### src/rtl/agc_loop_sequencer.sv
// agc_loop_sequencer
//   Wishbone master that walks the enabled AGC channels, runs one measurement
//   window per channel, reads the accumulators and current settings, steps
//   scale/offset toward the target window and writes them back with apply.
//
// Ports
//   wb_clk_i, wb_rst_i      clock, async active-high reset
//   start_i                 pulse, begins a sweep when idle
//   continuous_i            restart the sweep immediately after a clean finish
//   chan_mask_i             channels to service, sampled at sweep start
//   target_lo_i/hi_i        square-accumulator window
//   scale_step_i            scale increment/decrement
//   offset_step_i           offset increment/decrement
//   deadband_i              allowed |gt-lt| before offset moves
//   busy_o, done_o, err_o   sweep status (done_o is a 1-cycle pulse, err_o sticky)
//   cur_chan_o              channel being serviced
//   m_wb_*                  Wishbone master port (byte addresses, chan*32+reg)
module agc_loop_sequencer #(
  parameter  int NCHAN       = 8,
  parameter  int POLL_LIMIT  = 65535,
  parameter  int ACK_TIMEOUT = 255,
  localparam int CW          = (NCHAN > 1) ? $clog2(NCHAN) : 1,
  localparam int AW          = CW + 5
) (
  input  logic             wb_clk_i,
  input  logic             wb_rst_i,
  input  logic             start_i,
  input  logic             continuous_i,
  input  logic [NCHAN-1:0] chan_mask_i,
  input  logic [24:0]      target_lo_i,
  input  logic [24:0]      target_hi_i,
  input  logic [7:0]       scale_step_i,
  input  logic [7:0]       offset_step_i,
  input  logic [20:0]      deadband_i,
  output logic             busy_o,
  output logic             done_o,
  output logic             err_o,
  output logic [CW-1:0]    cur_chan_o,
  output logic             m_wb_cyc_o,
  output logic             m_wb_stb_o,
  output logic             m_wb_we_o,
  output logic [AW-1:0]    m_wb_adr_o,
  output logic [31:0]      m_wb_dat_o,
  output logic [3:0]       m_wb_sel_o,
  input  logic [31:0]      m_wb_dat_i,
  input  logic             m_wb_ack_i,
  input  logic             m_wb_err_i
);

  localparam int PCW = (POLL_LIMIT  > 1) ? $clog2(POLL_LIMIT)    : 1;
  localparam int ACW = (ACK_TIMEOUT > 0) ? $clog2(ACK_TIMEOUT+1) : 1;

  typedef enum logic [3:0] {
    S_IDLE, S_TICK, S_POLL, S_RD_SQ, S_RD_GT, S_RD_LT, S_RD_SCALE, S_RD_OFF,
    S_CALC, S_WR_SCALE, S_WR_OFF, S_APPLY, S_NEXT
  } state_t;

  // per-state bus operation, relative to the channel base
  typedef struct packed {
    logic        we;
    logic [4:0]  off;
    logic [31:0] dat;
    logic [3:0]  sel;
  } bus_op_t;

  // registered master request
  typedef struct packed {
    logic          cyc;
    logic          we;
    logic [AW-1:0] adr;
    logic [31:0]   dat;
    logic [3:0]    sel;
  } wb_req_t;

  state_t           state_q, state_d;
  wb_req_t          req_q, req_d;
  logic [NCHAN-1:0] mask_q, mask_d;
  logic [CW-1:0]    cur_q, cur_d;
  logic [PCW-1:0]   poll_q, poll_d;
  logic [ACW-1:0]   ack_q, ack_d;
  logic [24:0]      sq_q, sq_d;
  logic [20:0]      gt_q, gt_d, lt_q, lt_d;
  logic [16:0]      scale_q, scale_d;
  logic [15:0]      off_q, off_d;
  logic             busy_q, busy_d, done_q, done_d, err_q, err_d;

  bus_op_t          op;
  logic             op_vld;
  logic             found;
  logic [CW-1:0]    idx;
  logic             fail, sweep_end;

  // read data bits above the widest register field carry nothing we use
  logic unused_dat;
  assign unused_dat = ^m_wb_dat_i[31:25];

  // ---------------------------------------------------------------- datapath
  logic [17:0]        sc_sum;
  logic [16:0]        sc_up, sc_dn;
  logic [21:0]        gt22, lt22, db22;
  logic signed [16:0] off_sx, step_sx, off_inc, off_dec;
  logic [15:0]        off_up, off_dn;

  assign sc_sum  = {1'b0, scale_q} + {10'b0, scale_step_i};
  assign sc_up   = sc_sum[17] ? 17'h1FFFF : sc_sum[16:0];
  assign sc_dn   = (scale_q > {9'b0, scale_step_i}) ? scale_q - {9'b0, scale_step_i} : 17'h0;

  // one extra bit keeps lt+deadband from wrapping
  assign gt22    = {1'b0, gt_q};
  assign lt22    = {1'b0, lt_q};
  assign db22    = {1'b0, deadband_i};

  // 17-bit signed result; bits [16:15] disagree exactly when 16 bits overflow
  assign off_sx  = $signed({off_q[15], off_q});
  assign step_sx = $signed({9'b0, offset_step_i});
  assign off_inc = off_sx + step_sx;
  assign off_dec = off_sx - step_sx;
  assign off_up  = (off_inc[16] != off_inc[15]) ? 16'h7FFF : off_inc[15:0];
  assign off_dn  = (off_dec[16] != off_dec[15]) ? 16'h8000 : off_dec[15:0];

  // lowest pending channel
  always_comb begin
    found = 1'b0;
    idx   = '0;
    for (int i = NCHAN-1; i >= 0; i--) begin
      if (mask_q[i]) begin
        found = 1'b1;
        idx   = CW'(i);
      end
    end
  end

  // bus operation for each bus state
  always_comb begin
    op_vld  = 1'b1;
    op.we   = 1'b0;
    op.off  = 5'h00;
    op.dat  = 32'h0;
    op.sel  = 4'hF;
    case (state_q)
      S_TICK:     begin op.we = 1'b1; op.dat = 32'h1; op.sel = 4'h1; end
      S_POLL:     op.off = 5'h00;
      S_RD_SQ:    op.off = 5'h04;
      S_RD_GT:    op.off = 5'h08;
      S_RD_LT:    op.off = 5'h0C;
      S_RD_SCALE: op.off = 5'h10;
      S_RD_OFF:   op.off = 5'h14;
      S_WR_SCALE: begin op.we = 1'b1; op.off = 5'h10; op.dat = {15'b0, scale_q}; op.sel = 4'h7; end
      S_WR_OFF:   begin op.we = 1'b1; op.off = 5'h14; op.dat = {16'b0, off_q};   op.sel = 4'h3; end
      S_APPLY:    begin op.we = 1'b1; op.dat = 32'h700; op.sel = 4'h2; end
      default:    op_vld = 1'b0;
    endcase
  end

  // ------------------------------------------------------------- next state
  always_comb begin
    state_d   = state_q;
    req_d     = req_q;
    mask_d    = mask_q;
    cur_d     = cur_q;
    poll_d    = poll_q;
    ack_d     = ack_q;
    sq_d      = sq_q;
    gt_d      = gt_q;
    lt_d      = lt_q;
    scale_d   = scale_q;
    off_d     = off_q;
    busy_d    = busy_q;
    done_d    = 1'b0;
    err_d     = err_q;
    fail      = 1'b0;
    sweep_end = 1'b0;

    case (state_q)
      S_IDLE: begin
        if (start_i) begin
          mask_d  = chan_mask_i;
          err_d   = 1'b0;
          busy_d  = 1'b1;
          state_d = S_NEXT;
        end
      end

      S_NEXT: begin
        if (found) begin
          cur_d   = idx;
          mask_d  = mask_q & ~(NCHAN'(1) << idx);
          poll_d  = '0;
          state_d = S_TICK;
        end else begin
          sweep_end = 1'b1;
        end
      end

      S_CALC: begin
        if (sq_q > target_hi_i)      scale_d = sc_dn;
        else if (sq_q < target_lo_i) scale_d = sc_up;
        if (gt22 > lt22 + db22)      off_d = off_dn;
        else if (lt22 > gt22 + db22) off_d = off_up;
        state_d = S_WR_SCALE;
      end

      default: begin
        if (op_vld) begin
          if (!req_q.cyc) begin
            // cyc was low for this cycle, which provides the inter-transaction gap
            req_d.cyc = 1'b1;
            req_d.we  = op.we;
            req_d.adr = {cur_q, op.off};
            req_d.dat = op.dat;
            req_d.sel = op.sel;
            ack_d     = '0;
          end else if (m_wb_err_i) begin
            fail = 1'b1;
          end else if (m_wb_ack_i) begin
            req_d.cyc = 1'b0;
            case (state_q)
              S_TICK:     state_d = S_POLL;
              S_POLL: begin
                if (m_wb_dat_i[1])                     state_d = S_RD_SQ;
                else if (poll_q == PCW'(POLL_LIMIT-1)) fail    = 1'b1;
                else                                   poll_d  = poll_q + 1'b1;
              end
              S_RD_SQ:    begin sq_d    = m_wb_dat_i[24:0]; state_d = S_RD_GT;    end
              S_RD_GT:    begin gt_d    = m_wb_dat_i[20:0]; state_d = S_RD_LT;    end
              S_RD_LT:    begin lt_d    = m_wb_dat_i[20:0]; state_d = S_RD_SCALE; end
              S_RD_SCALE: begin scale_d = m_wb_dat_i[16:0]; state_d = S_RD_OFF;   end
              S_RD_OFF:   begin off_d   = m_wb_dat_i[15:0]; state_d = S_CALC;     end
              S_WR_SCALE: state_d = S_WR_OFF;
              S_WR_OFF:   state_d = S_APPLY;
              S_APPLY:    state_d = S_NEXT;
              default:    state_d = S_IDLE;
            endcase
          end else if (ack_q == ACW'(ACK_TIMEOUT)) begin
            // cyc has now been high for ACK_TIMEOUT+1 cycles
            fail = 1'b1;
          end else begin
            ack_d = ack_q + 1'b1;
          end
        end else begin
          state_d = S_IDLE;
        end
      end
    endcase

    if (sweep_end) begin
      done_d = 1'b1;
      if (continuous_i) begin
        mask_d  = chan_mask_i;
        state_d = S_NEXT;
      end else begin
        busy_d  = 1'b0;
        state_d = S_IDLE;
      end
    end

    // errors end the sweep and never auto-restart
    if (fail) begin
      req_d.cyc = 1'b0;
      err_d     = 1'b1;
      done_d    = 1'b1;
      busy_d    = 1'b0;
      state_d   = S_IDLE;
    end
  end

  // ------------------------------------------------------------- registers
  always_ff @(posedge wb_clk_i or posedge wb_rst_i) begin
    if (wb_rst_i) begin
      state_q <= S_IDLE;
      req_q   <= '0;
      mask_q  <= '0;
      cur_q   <= '0;
      poll_q  <= '0;
      ack_q   <= '0;
      sq_q    <= '0;
      gt_q    <= '0;
      lt_q    <= '0;
      scale_q <= '0;
      off_q   <= '0;
      busy_q  <= 1'b0;
      done_q  <= 1'b0;
      err_q   <= 1'b0;
    end else begin
      state_q <= state_d;
      req_q   <= req_d;
      mask_q  <= mask_d;
      cur_q   <= cur_d;
      poll_q  <= poll_d;
      ack_q   <= ack_d;
      sq_q    <= sq_d;
      gt_q    <= gt_d;
      lt_q    <= lt_d;
      scale_q <= scale_d;
      off_q   <= off_d;
      busy_q  <= busy_d;
      done_q  <= done_d;
      err_q   <= err_d;
    end
  end

  assign busy_o     = busy_q;
  assign done_o     = done_q;
  assign err_o      = err_q;
  assign cur_chan_o = cur_q;
  assign m_wb_cyc_o = req_q.cyc;
  assign m_wb_stb_o = req_q.cyc;
  assign m_wb_we_o  = req_q.we;
  assign m_wb_adr_o = req_q.adr;
  assign m_wb_dat_o = req_q.dat;
  assign m_wb_sel_o = req_q.sel;

endmodule

### config.mk
export PLATFORM = sky130hd
export DESIGN_NAME = agc_loop_sequencer
export DESIGN_NICKNAME = d
export VERILOG_FILES = /design/src/rtl/agc_loop_sequencer.sv
export SDC_FILE = /design/constraint.sdc
export NUM_CORES = 1
export LEC_CHECK = 0
export ABC_AREA = 1
export CAP_MARGIN = 20
export CORE_UTILIZATION = 58
export DETAILED_ROUTE_END_ITERATION = 10
export MAX_ROUTING_LAYER = met4
export PLACE_DENSITY_LB_ADDON = 0.2
export SLEW_MARGIN = 10
export SYNTH_ARGS = -nofsm -noshare
export SYNTH_HDL_FRONTEND = slang
export SYNTH_SLANG_ARGS = --single-unit
### constraint.sdc
create_clock -name wb_clk_i -period 6.4 [get_ports wb_clk_i]
set_input_delay 1.28 -clock wb_clk_i [delete_from_list [all_inputs] [get_ports wb_clk_i]]
set_output_delay 1.28 -clock wb_clk_i [all_outputs]
set_load 0.02 [all_outputs]
==> impl_metrics.env <==
export IMPL_avgSynthCellArea_um2=6.906
export IMPL_syn_inst=2201
export IMPL_synth_async_reset_ratio_pct=100.0
export IMPL_met2_usage_pct=57.59
export IMPL_slew_limit_headroom_pct=42.88
export IMPL_num_rows=58
export IMPL_drc=0
export IMPL_synthFlopType="dfrtp_1"
export IMPL_critPathLaunch="deadband_i[1]"
export IMPL_cpMostUsedCell="nand2_1"
export IMPL_synth_edf_count=0
export IMPL_die_area_mm2=0.02686
export IMPL_clkTransAtPathRegs_ns=0.08
export IMPL_vias=15400
export IMPL_antenna_found_initial=0
export IMPL_cp_data_arrival_time_ns=5.67
export IMPL_grt_pass1_wl_mm=74.30
export IMPL_hp_class="reg2reg"
export IMPL_r2r_start="lt_q[2]"
export IMPL_cts_resized=0
export IMPL_ant_nets=0
export IMPL_min_period_ns=5.337
export IMPL_drt_wirelength_per_cell_um=17.44
export IMPL_synth_most_common_cell="nand2_1"
export IMPL_dpl_cell_area_mm2=0.01696
export IMPL_grt_pass1_vias=14640
export IMPL_critPathKind="in2reg"
export IMPL_portBuffers=161
export IMPL_hold_depth=2
export IMPL_setup_tns_final_ns=0
export IMPL_clock_latency_ns=0.45
export IMPL_die_y_um=163.9
export IMPL_post_cts_buffers=0
export IMPL_nFillCells=2249
export IMPL_critical_path_required_ns=6.74
export IMPL_r2r_end="off_q[2]"
export IMPL_grt_busiest_layer="met2"
export IMPL_synth_area_leader_cell="dfrtp_1"
export IMPL_root_buffer="clkbuf_16"
export IMPL_max_freq_mhz=187.4
export IMPL_r2r_setup_slack_ns=1.95
export IMPL_io_pins=186
export IMPL_first_iter_violations=1511
export IMPL_grt_setup_unrepaired="false"
export IMPL_worstSetupStartpointType="input pin"
export IMPL_cp_end_kind="flip-flop"
export IMPL_slowest_delay_ns=0.55
export IMPL_grt_ovfl_total=0
export IMPL_met1_usage_pct=46.94
export IMPL_synthesis_area_mm2=0.01520
export IMPL_drt_pre_antenna_iters=6
export IMPL_area_growth_pct=15.67
export IMPL_status="finished, final reports clean"
export IMPL_grt_total_usage_pct=36.49
export IMPL_worst_r2r_cell_count=29
export IMPL_synth_seq_area_share_pct=28.15
export IMPL_whs_ns=0.4941
export IMPL_cts_tree="built"
export IMPL_stdcell_area_mm2=0.01758
export IMPL_hpwl_mm=36.31
export IMPL_cts_sink_count=171
export IMPL_start_util_pct=59.67
export IMPL_worstMarginPinSlew_ns=0.8559
export IMPL_fin_skew_ns=0.01679
export IMPL_n_antenna_cell=0
export IMPL_htree_levels=4
export IMPL_path_max_fanout=17
export IMPL_power_leakage_nw=9.131
export IMPL_synth_top_cells_by_area="dfrtp_1 (28%), nand2_1 (15%), ha_1 (14%)"
export IMPL_routed_wl_mm=46.66
export IMPL_slowest_stage="clkdlybuf4s50_1"
export IMPL_synth_cell_types=55
export IMPL_max_cap_violations=0
export IMPL_die_w_um=163.9
export IMPL_gp_congestion=0.9761
export IMPL_fin_crit_sh_pct=83.39
export IMPL_finalNetCount=2642
export IMPL_cts_buffers_inserted=17
export IMPL_synth_commonest_cells="nand2_1 (610), inv_1 (268), dfrtp_1 (171)"
export IMPL_yosys_warnings=0
export IMPL_hold_path_end="m_wb_we_o"
export IMPL_coreArea_mm2=0.02547
export IMPL_worstHoldStart="m_wb_we_o"
export IMPL_p_per_area_mw_per_mm2=452.5
export IMPL_setup_viol=0
export IMPL_final_max_slew_viol_count=0
export IMPL_ir_worst_vdd_mv=0.2209
export IMPL_viasPerCell=5.755
export IMPL_ys_ff_latch=171
export IMPL_clockBufferDepth=2
export IMPL_grt_max_degree=85
export IMPL_postCtsHoldBufs=0
export IMPL_hold_violations=0
export IMPL_met3_usage_pct=4.773
export IMPL_synth_top_cell_area_share_pct=28.15
export IMPL_drive_above_1_share_pct=4.177
-- cell families (layout without fill, tap and decap cells) --
logic type	count (synthesis)	count (layout)	share of synthesized area (%)
AO/OA/AOI/OAI	365	365	13.29
XOR/XNOR	68	68	3.918
adder cells (fa/ha/maj)	176	176	14.78
buffers and inverters	355	484	9.598
flip-flops	171	171	28.15
multiplexers	4	4	0.2963
other	1	17	0.02467
AND/OR/NAND/NOR	1061	1061	29.94
-- stage by stage --
step | std cells | worst slack (ns) | util, % | total power, mW
6_report | 2676 | 1.063 | 69.02 | 7.955
5_1_grt | 2676 | 0.6844 | 69.02 | 8.651
4_1_cts | 2676 | 1.123 | 69.02 | 7.873
3_5_place_dp | 2644 | 0.6968 | 66.56 | 6.724
3_3_place_gp | 2644 | 0.7404 | 66.56 | 6.573
2_1_floorplan | 2217 | 0.4882 | - | 5.398
-- registers in the layout, summed over array words and instances, names as in the netlist, 8 cells and up --
register	cells
poll_q	16
scale_q	17
lt_q	21
m_wb_dat_o	17
ack_q	8
sq_q	25
off_q	16
mask_q	8
gt_q	21
-- per-layer routing --
metal	share of wire (%)	up-vias
met5	0	-
met4	4.1	0
met3	8.0	114
met2	45	663
met1	43	7126
li1	-	7497
-- how the worst max path moves through the flow --
stage	to	slack [ns]	cells past startpoint
5_1_grt	off_q[4]	0.68	30
4_1_cts	off_q[2]	1.12	30
6_report	off_q[2]	1.06	30
3_3_place_gp	off_q[2]	0.74	30
3_5_place_dp	off_q[2]	0.70	30
2_1_floorplan	ack_q[0]	0.49	1
-- layout by cell type (no fill, tap or decap), types with 5 or more instances in the layout --
cell	instances
a31oi_1	10
o21bai_1	12
nor2_1	155
a21oi_1	141
buf_4	8
nand2_1	610
clkbuf_16	17
o211ai_1	7
inv_8	5
nand4_1	53
xor2_1	42
nor2_2	9
xnor2_1	26
o21ai_0	147
fa_1	6
nand2_2	12
inv_2	12
o221ai_1	7
inv_1	267
o21ai_1	9
clkdlybuf4s50_1	161
ha_1	170
dfrtp_1	171
conb_1	17
nand3_1	161
o31ai_1	9
nor3_1	35
nor4_1	7
-- critical path: cells and delay by family --
| family | cells | cell delay (ns) |
|---|---|---|
| AOI/OAI and AO/OA | 2 | 0.42 |
| xor gates and xnor gates | 1 | 0.15 |
| and+or+nand+nor | 22 | 2.27 |
| adders and majority gates | 2 | 0.63 |
| buffers and inverters | 3 | 0.90 |
-- power breakdown --
| part | leakage (nW) | internal (mW) | switching (mW) |
|---|---|---|---|
| clock network | 0.306 | 0.579 | 0.539 |
| logic | 6.57 | 1.79 | 3.14 |
| registers | 2.25 | 1.45 | 0.459 |
-- area by class of cell --
type	count	area (um2)	area share (%)
Tap cell	330	412.9	2.349
Clock buffer	18	439.2	2.498
Inverter	283	1070	6.085
Timing Repair Buffer	169	1672	9.508
Sequential cell	171	4279	24.34
Multi-Input combinational cell	1691	9522	54.16
Clock inverter	14	186.4	1.060
Power figures use the tool's default switching activity.
